`src/rtl/cpu_run_ctrl.sv`:
```
// cpu_run_ctrl: run/single-step/BREAK sequencer driving the MIPS pipeline clock enable.
// Define CPU_RUN_CTRL_BRKPT_EN to add a PC breakpoint (brk_pc/brk_valid) to the stop condition.
module cpu_run_ctrl #(
  parameter int CLK_DIV = 1,
  parameter int DEBOUNCE_CYCLES = 4
) (
  input  logic        clk,
  input  logic        reset,
  input  logic        run,
  input  logic        step,
  input  logic [31:0] ins_if,
  input  logic [31:0] pc_if,
`ifdef CPU_RUN_CTRL_BRKPT_EN
  input  logic [31:0] brk_pc,
  input  logic        brk_valid,
`endif
  output logic        cpu_en,
  output logic        halted,
  output logic [1:0]  state,
  output logic [31:0] cycle_cnt
);
  typedef enum logic [1:0] {HALT, RUN, STEP, STOP} state_t;
  state_t st;
  logic run_q, run_s, step_q, step_s, step_db_q;
  logic [15:0] div, db_cnt;
  logic step_db, step_req, div_end, brk;
  assign step_db = db_cnt == 16'(DEBOUNCE_CYCLES);
  assign step_req = step_db & ~step_db_q;
  assign div_end = div == 16'(CLK_DIV - 1);
  assign state = st;
`ifdef CPU_RUN_CTRL_BRKPT_EN
  assign brk = cpu_en & ((ins_if == 32'h0000000D) | (brk_valid & (pc_if == brk_pc)));
`else
  assign brk = cpu_en & (ins_if == 32'h0000000D);
  logic unused_pc;
  assign unused_pc = ^pc_if;
`endif
  // A pulse that retires a BREAK takes priority over everything, so it always lands in STOP
  always_ff @(posedge clk or negedge reset)
    if (!reset) begin
      {run_q, run_s, step_q, step_s, step_db_q} <= '0;
      db_cnt <= '0;
      div <= '0;
      st <= HALT;
      cpu_en <= 1'b0;
      halted <= 1'b0;
      cycle_cnt <= '0;
    end else begin
      run_q <= run;
      run_s <= run_q;
      step_q <= step;
      step_s <= step_q;
      db_cnt <= !step_s ? '0 : step_db ? db_cnt : db_cnt + 16'd1;
      step_db_q <= step_db;
      cycle_cnt <= cycle_cnt + {31'd0, cpu_en};
      cpu_en <= 1'b0;
      div <= '0;
      case (st)
        HALT: st <= run_s ? RUN : step_req ? STEP : HALT;
        RUN:
          if (brk) begin
            st <= STOP;
            halted <= 1'b1;
          end else if (!run_s) st <= HALT;
          else begin
            cpu_en <= div_end;
            div <= div_end ? '0 : div + 16'd1;
          end
        STEP:
          if (brk) begin
            st <= STOP;
            halted <= 1'b1;
          end else if (cpu_en) st <= HALT;
          else cpu_en <= 1'b1;
        STOP:
          if (!run_s) begin
            st <= HALT;
            halted <= 1'b0;
          end
      endcase
    end
endmodule

```
`config.mk`:
```
export PLATFORM = sky130hd
export DESIGN_NAME = cpu_run_ctrl
export DESIGN_NICKNAME = d
export VERILOG_FILES = /design/src/rtl/cpu_run_ctrl.sv
export SDC_FILE = /design/constraint.sdc
export NUM_CORES = 1
export LEC_CHECK = 0
export ABC_CLOCK_PERIOD_IN_PS = 2100
export CORE_MARGIN = 8
export CORE_UTILIZATION = 48
export CTS_CLUSTER_SIZE = 25
export DETAILED_ROUTE_END_ITERATION = 10
export GPL_TIMING_DRIVEN = 0
export PLACE_DENSITY = 0.82
export SLEW_MARGIN = 5
export SYNTH_ARGS = -nofsm -noshare
export SYNTH_HDL_FRONTEND = slang
export SYNTH_SLANG_ARGS = --single-unit
export TNS_END_PERCENT = 5
```
`constraint.sdc`:
```
create_clock -name clk -period 2.1 [get_ports clk]
set_clock_uncertainty 0.2 [all_clocks]
set_input_delay 0.525 -clock clk [delete_from_list [all_inputs] [get_ports clk]]
set_output_delay 0.525 -clock clk [all_outputs]
set_load 0.01 [all_outputs]
```
==> impl_metrics.env <==
export IMPL_synth_compound_area_share=0.0371
export IMPL_cpMaxStageDelayCell="or4_4"
export IMPL_fin_area_mm2=0.00484
export IMPL_end_kind="flip-flop"
export IMPL_synthesis_area_mm2=0.00364
export IMPL_synth_avg_cell_area_um2=10.5
export IMPL_antenna_found_initial=0
export IMPL_via_per_inst=5.48
export IMPL_holdCritPathClass="reg2reg"
export IMPL_drive_above_1_share=0.115
export IMPL_cts_root_buf="clkbuf_8"
export IMPL_wirelength_mm=8.80
export IMPL_synth_xor_area_frac=0.132
export IMPL_htree_levels=3
export IMPL_start_util=0.499
export IMPL_grt_first_pass_wirelength_mm=14.3
export IMPL_synth_area_leaders="dfrtp_1, xnor2_1, xor2_1"
export IMPL_grt_pass1_vias=2906
export IMPL_drt_iter0_drc=113
export IMPL_crit_path_max_fanout=10
export IMPL_hold_viol=0
export IMPL_dpl_cell_area_mm2=0.00450
export IMPL_seqPwrFrac=0.491
export IMPL_dp_hpwl_mm=6.20
export IMPL_clock_path_buffers=2
export IMPL_clk_pin_slew_ns=0.08
export IMPL_clock_fmax_ghz=0.484
export IMPL_status="completed"
export IMPL_placed_cells=517
export IMPL_first_pass_iters=4
export IMPL_powerDensity_mw_per_mm2=689
export IMPL_p_sw_uw=978
export IMPL_drv_slew=0
export IMPL_path_class="in2reg"
export IMPL_setup_viol=0
export IMPL_wl_per_cell_um=16.3
export IMPL_fin_crit_ns=2.07
export IMPL_synthArstFlopShare=1.00
export IMPL_final_cells=541
export IMPL_cpPeakStageDelay_ns=0.51
export IMPL_worstMarginPinSlew_ns=0.622
export IMPL_leakage_uw=0.00234
export IMPL_yosys_warnings=0
export IMPL_synth_top_family_by_area="simple AND/OR/NAND/NOR gates"
export IMPL_rsz0062_at_grt="yes"
export IMPL_synth_top_area_cell="dfrtp_1"
export IMPL_yosysSeqAreaShare=0.502
export IMPL_clock_latency_ns=0.34
export IMPL_synth_cell_types=43
export IMPL_clkSinkCount=73
export IMPL_synth_fa_ha_area_frac=0.0344
export IMPL_tritoncts="done"
export IMPL_vdd_drop_max_v=0.000329
export IMPL_overflow=0
export IMPL_drc=0
export IMPL_grt_max_degree=60
export IMPL_die_area_mm2=0.0106
export IMPL_syn_inst=346
export IMPL_post_route_util=0.664
export IMPL_p_total_uw=3340
export IMPL_die_h_um=103
export IMPL_maxCapViolations=0
export IMPL_switching_share=0.293
export IMPL_nNetsFinal=515
export IMPL_place_congestion=0.835
export IMPL_final_common_cell="dfrtp_1"
export IMPL_synth_edff_count=0
export IMPL_synth_mux_area_frac=0.00825
export IMPL_core_mm2=0.00729
export IMPL_portBuffers=71
export IMPL_ys_seq_elements=73
export IMPL_intPower_uw=2360
export IMPL_clkPwrFrac=0.304
export IMPL_n_antenna_cell=0
export IMPL_synth_simple_gate_area_frac=0.263
export IMPL_die_x_um=103
export IMPL_post_route_period_util=0.984
export IMPL_final_cell_mix="dfrtp_1, clkdlybuf4s50_1, nor2_1, xnor2_1, nand3_1"
export IMPL_cp_arrival_ns=2.11
export IMPL_vias=2966
export IMPL_ios=104
export IMPL_syn_nets=424
export IMPL_areaGrowthSynthToFinish_pct=32.9
export IMPL_cp_start_kind="input port"
export IMPL_ant_nets=0
export IMPL_rows=31
export IMPL_pwr_share_comb=0.206
export IMPL_synth_top_cell_area_share=0.502
export IMPL_synth_ff_type="dfrtp_1"
export IMPL_grtUsageTotal=0.170
export IMPL_required_ns=2.14
export IMPL_slew_headroom=0.582
export IMPL_critical_path_cell_chain="clkdlybuf4s50_1 > or4_4 > nor3_4 > a31o_4 > buf_8 > nor2_1"
export IMPL_numCtsBuffers=9
through the flow:
stage	setup WS [ns]	hold slack, ns	setup TNS [ns]
finish	0.0329	0.151	0
global route	-0.0494	0.158	-0.184
CTS	0.00313	0.156	0
detailed placement	-0.451	0.140	-8.54
global placement	-2.15	0.133	-164.17
floorplan	0.125	0.0294	0
synth_stat cells, types with 2 or more instances:
master     n
xnor2_1   31
and3_1     8
a21oi_1    6
and2_1     3
ha_1      10
xor2_1    24
inv_1     11
nor3_1     5
nand2_1   18
and4_1     9
dfrtp_1   73
nand3_1   25
nor4bb_1   3
clkbuf_1   6
nand4_1   23
buf_2      2
nor4b_1    2
o21ai_0    5
or3_1      4
nor4_1    15
nor2_1    37
a31oi_1    2
nor4_4     2
mux2i_1    3
cell type report:
type | count | area (um^2)
multi-input cells | 252 | 1760
clock buffers | 12 | 155
inverters | 11 | 41.3
well taps | 99 | 124
fillers | 563 | 2450
plain buffers | 10 | 52.6
repair buffers | 80 | 840
clock inverters | 4 | 27.5
flip-flops and latches | 73 | 1840
metal layers:
| layer | global-route usage | wire length [um] | up-vias |
|---|---|---|---|
| met5 | 0 | 0 | - |
| met4 | 0.0601 | 114 | 0 |
| met3 | 0.0473 | 457 | 11 |
| li1 | - | - | 1426 |
| met2 | 0.291 | 4500 | 54 |
| met1 | 0.199 | 3720 | 1475 |
final timing paths:
kind,start,end,depth (start not counted),slack (ns)
worst min-delay path,step_q$_DFF_PN0_,step_s$_DFF_PN0_,0,0.15
min in group asynchronous,reset,div[2]$_DFF_PN0_,2,0.38
worst max register to register,cpu_en$_DFF_PN0_,cycle_cnt[31]$_DFF_PN0_,5,0.08
worst min register to register,step_q$_DFF_PN0_,step_s$_DFF_PN0_,0,0.15
worst max-delay path,ins_if[6],div[11]$_DFF_PN0_,6,0.03
max in group asynchronous,reset,cycle_cnt[14]$_DFF_PN0_,3,0.75
power groups by stage:
stage	sequential (uW)	combinational, uW	clock, uW
final	1640	686	1010
after global routing	1660	755	1090
after CTS	1640	692	1040
after detailed placement	1660	665	0
after global placement	1650	635	0
after floorplan	1660	298	0
critical path: cells and delay by family:
family	cells	cell delay (ns)
simple gates	3	0.80
compound gates	1	0.22
buf+inv	2	0.57
state kept, by name, indices dropped and copies added, names as in the netlist:
register,cells
cpu_en,1
halted,1
run_s,1
run_q,1
div,16
step_q,1
cycle_cnt,32
step_s,1
db_cnt,16
state,2
step_db_q,1
cell families (layout without fill, tap and decap cells):
family	after synthesis	after routing
DFF	73	73
adders and majority gates	10	10
AOI/OAI and AO/OA	21	21
muxes	3	3
xor gates and xnor gates	55	55
and+or+nand+nor	163	163
buffers and inverters	21	117
timing repair:
action | CTS | global route
setup endpoints to repair | 41 | 38
pin swaps | 3 | 7
setup buffers | 3 | 3
hold buffers | 1 | 0
hold endpoints to repair | 14 | 0
gates resized for setup | 20 | 25
cloned | 0 | 1
Note: power is estimated with default switching activity, not from simulation.
==> variant 1 (config.mk and constraints unchanged) <==
The option `CPU_RUN_CTRL_BRKPT_EN` is turned on by a define.
--- a/src/rtl/cpu_run_ctrl.sv
+++ b/src/rtl/cpu_run_ctrl.sv
@@ -1,5 +1,7 @@
 // cpu_run_ctrl: run/single-step/BREAK sequencer driving the MIPS pipeline clock enable.
 // Define CPU_RUN_CTRL_BRKPT_EN to add a PC breakpoint (brk_pc/brk_valid) to the stop condition.
+`define CPU_RUN_CTRL_BRKPT_EN
+
 module cpu_run_ctrl #(
   parameter int CLK_DIV = 1,
   parameter int DEBOUNCE_CYCLES = 4
Interface: changed (added brk_pc and brk_valid); port bits go from 104 to 137. The function was not compared with the original's and may differ.
==> variant 1 against the unedited design <==
Sequential share of layout area fell by 7.4 points; synthesized area grew 7.8%; first-iteration DRC count rose by 4.4%; sequential cell count is the same; clock power up 7%; power is 8.2% higher; design area up 24%; via count is 12% higher; routed wire length up 27%; utilization grew 8.2 points; die area up 6.6%; critical path depth is 2 higher; worst setup slack got worse by 19 ps; non-clock buffer count up 61; largest cell class is now multi-input gates.
==> variant 1: results (changes against the unedited design) <==
[status]
status = completed

[setup_path]
critical_path.max_stage_delay_ps = 400  ; -110 ps
worst-r2r-cell-count = 8  ; +3
endpoint = div[6]$_DFF_PN0_
critical_path.startpoint = ins_if[22]
critical_path.max_fanout = 6  ; -4
crit-reg2reg-capture = cycle_cnt[26]$_DFF_PN0_
r2r_slack_ps = 60  ; -20 ps

[drt]
totalWireLength_um = 11100  ; +27%
drt_first_iter_violations = 118  ; +4.4%
vias = 3336  ; +12%

[yosys]
synthesized_nets = 493  ; +16%
synth_fa_ha_area_share_pct = 3.19  ; -0.25 points
synth.yosys.warnings = 0  ; unchanged
synth.area.mux_share_pct = 0  ; -0.82 points
ys_seq_area_share_pct = 46.5  ; -3.6 points
synthTopCellsByArea = sky130_fd_sc_hd__dfrtp_1 (47%), sky130_fd_sc_hd__xnor2_1 (14%), sky130_fd_sc_hd__xor2_1 (5.8%), sky130_fd_sc_hd__nand3_1 (3.6%), sky130_fd_sc_hd__nor2_1 (3.4%)
ys_top_cells_by_count = sky130_fd_sc_hd__dfrtp_1 (73), sky130_fd_sc_hd__xnor2_1 (62), sky130_fd_sc_hd__nor2_1 (36)
xor_xnor_share_of_the_synthesized_area_pct = 19.6  ; +6.4 points

[final_layout]
drive_above_1_share_pct = 13.2  ; +1.7 points
final.fill_count = 543  ; -3.6%

[placed_design]
detailedPlace.worstSlack_ps = -743  ; -292 ps
dp_hpwl_um = 8380  ; +35%
place_area_um2 = 5460  ; +21%
numPortBuffers = 136  ; +92%
globalplace.congestion = 0.851  ; +2.0%

[global_routing]
first_global_vias = 3376  ; +16%
grt_start_max_net_pins = 65  ; +8.3%
grtUsageMet1_pct = 21.0  ; +1.1 points
use_met2_pct = 36.1  ; +7.0 points
grtUsageTotal_pct = 19.2  ; +2.2 points
met3_usage_pct = 5.08  ; +0.36 points
grt_pass1_wl_um = 17400  ; +22%

[clocking]
clk_pin_slew_worst_paths_ps = 80  ; about the same
cts-root-buf = sky130_fd_sc_hd__clkbuf_8
cts_hold_buf = 1  ; unchanged

[power_and_ir_drop]
power.static_leakage_nw = 2.95  ; +26%

[timing]
timing.fmax_ghz = 0.479  ; -0.93%

-- variant 1: metal layers --
metal	vias to the layer above	share of wire (%)
met5	-	0
met4	0	0.91
li1	1620	-
met2	86	56
met1	1620	38
met3	10	4.8
-- variant 1: per-stage QoR --
stage	hold slack, ps	total power [mW]	instances	setup TNS [ps]	utilization (%)
finish	161	3.61	650	0	74.5
CTS	161	3.61	644	-40.6	71.9
detailed placement	136	2.51	624	-13260	67.8
floorplan	29.4	2.01	382	0	-
global route	172	3.79	650	-714	74.5
global placement	133	2.47	623	-168060	67.5
-- variant 1: layout make-up --
type	instances	area [um2]	share of cell area, %
multi-input cells	290	2230	37.1
flip-flops and latches	73	1840	30.6
repair buffers	148	1530	25.6
clock buffers	10	138	2.29
well taps	105	131	2.19
inverters	16	60.1	1.00
clock inverters	5	56.3	0.938
plain buffers	3	18.8	0.313
-- variant 1: where the power goes --
| part | internal (mW) | switching, mW |
|---|---|---|
| clock network | 0.572 | 0.506 |
| logic | 0.506 | 0.396 |
| registers | 1.50 | 0.130 |
==> variant 2 (same flow settings) <==
Made on the original files. Make the reset (`reset`) synchronous in one clocked block.
--- a/src/rtl/cpu_run_ctrl.sv
+++ b/src/rtl/cpu_run_ctrl.sv
@@ -36,7 +36,7 @@
   assign unused_pc = ^pc_if;
 `endif
   // A pulse that retires a BREAK takes priority over everything, so it always lands in STOP
-  always_ff @(posedge clk or negedge reset)
+  always_ff @(posedge clk)
     if (!reset) begin
       {run_q, run_s, step_q, step_s, step_db_q} <= '0;
       db_cnt <= '0;
Behaviour: differs if reset is asserted again (counterexample within 4 cycles, from zero or initial values and one cycle with reset low); with reset held inactive, the same outputs for 10 cycles.
==> variant 2 against the unedited design <==
The flow now finishes with violations (setup timing); worst setup slack got worse by 110 ps; global-route usage increased by 0.40 points; design area is 1.1% higher; sequential cell count stayed put; routed wire length is 3.7% higher; synthesized area shrank 3.9%; critical path type is now register to register; largest cell class is now multi-input gates.
Power is not compared: it rests on default switching activity, and its combinational part moved more than twofold at a synthesized area within 25%.
==> variant 2: results (changes against the unedited design) <==
[status]
failing_checks = setup timing
status = finished with violations

[global_routing]
first_global_vias = 3190  ; +9.8%
grtUsageMet1_pct = 19.2  ; -0.69 points
grtUsageTotal_pct = 17.4  ; +0.40 points

[setup_path]
timing.critical_path.arrival_ps = 2250  ; +140 ps
critical_path.max_stage_delay_ps = 580  ; +70 ps
worstReg2RegStart = cpu_en$_SDFF_PN0_
critical_path.startpoint = cpu_en$_SDFF_PN0_

[timing]
setup_viol_count_final = 26  ; +26
final_critical_path_setup_slack_ps = -77.7  ; -111 ps
fin_hold_ws_ps = 242  ; +90.8 ps

[hold_path]
hold-path-cell-count = 1  ; +1
whs_endpoint = step_s$_SDFF_PN0_

[placed_design]
numPortBuffers = 70  ; -1.4%
place_area_um2 = 4370  ; -2.8%
dp_hpwl_um = 6410  ; +3.4%
globalplace.congestion = 0.844  ; +1.1%

[yosys]
ys_top_cells_by_count = sky130_fd_sc_hd__dfxtp_1 (73), sky130_fd_sc_hd__nor2_1 (29), sky130_fd_sc_hd__a21oi_1 (25)
synthesized_nets = 485  ; +14%
ys_seq_area_share_pct = 41.8  ; -8.4 points
synthTopCellsByArea = sky130_fd_sc_hd__dfxtp_1 (42%), sky130_fd_sc_hd__xnor2_1 (5.0%), sky130_fd_sc_hd__a21oi_1 (3.6%), sky130_fd_sc_hd__ha_1 (3.6%), sky130_fd_sc_hd__nor3_1 (3.4%)

[drt]
drt_first_iter_violations = 124  ; +9.7%

[final_layout]
drive_above_1_share_pct = 16.2  ; +4.6 points
final.fill_count = 543  ; -3.6%

[variant 2: through the flow]
step	worst slack (ps)	instances	power [mW]
global route	-117	600	3.03
floorplan	-99.0	407	1.54
CTS	-145	598	2.96
finish	-77.7	600	2.95
global placement	-898	576	1.65
detailed placement	-935	576	1.66
[variant 2: cell families (layout without fill, tap and decap cells)]
logic type / count (synthesis) / after routing / synth area share (%)
buf+inv: 37 / 131 / 4.15
flops: 73 / 73 / 41.8
fa+ha+maj: 10 / 10 / 3.58
mux: 4 / 4 / 1.14
xor+xnor: 33 / 33 / 8.26
compound gates: 60 / 60 / 10.4
simple gates: 190 / 190 / 30.7
[variant 2: layout make-up]
cell class	count	area (um2)	area share [%]
buffer	16	100	2.04
clock buffer	11	163	3.32
clock inverter	5	83.8	1.71
multi-input combinational	297	2060	42.2
tap	99	124	2.53
timing repair buffer	80	792	16.2
inverter	19	71.3	1.46
sequential	73	1500	30.6
[variant 2: timing repair]
item | in CTS | in global routing
setup buffers | 5 | 4
resized for setup | 40 | 35
endpoints found under the setup margin | 43 | 49
pin swaps | 19 | 12
cloned | 1 | 0
[variant 2: where the power goes]
part           leakage, nW  internal (mW)  total, mW  switching [mW]
registers            0.600           1.39       1.41          0.0132
logic                0.937          0.115      0.220           0.105
clock network        0.125          0.779       1.32           0.540
[variant 2: routing by layer]
| layer | vias up | share of wire [%] | wire length [um] |
|---|---|---|---|
| met5 | - | 0 | 0 |
| met3 | 11 | 3.6 | 332 |
| li1 | 1667 | - | - |
| met4 | 0 | 1.6 | 144 |
| met1 | 1658 | 42 | 3830 |
| met2 | 62 | 53 | 4810 |
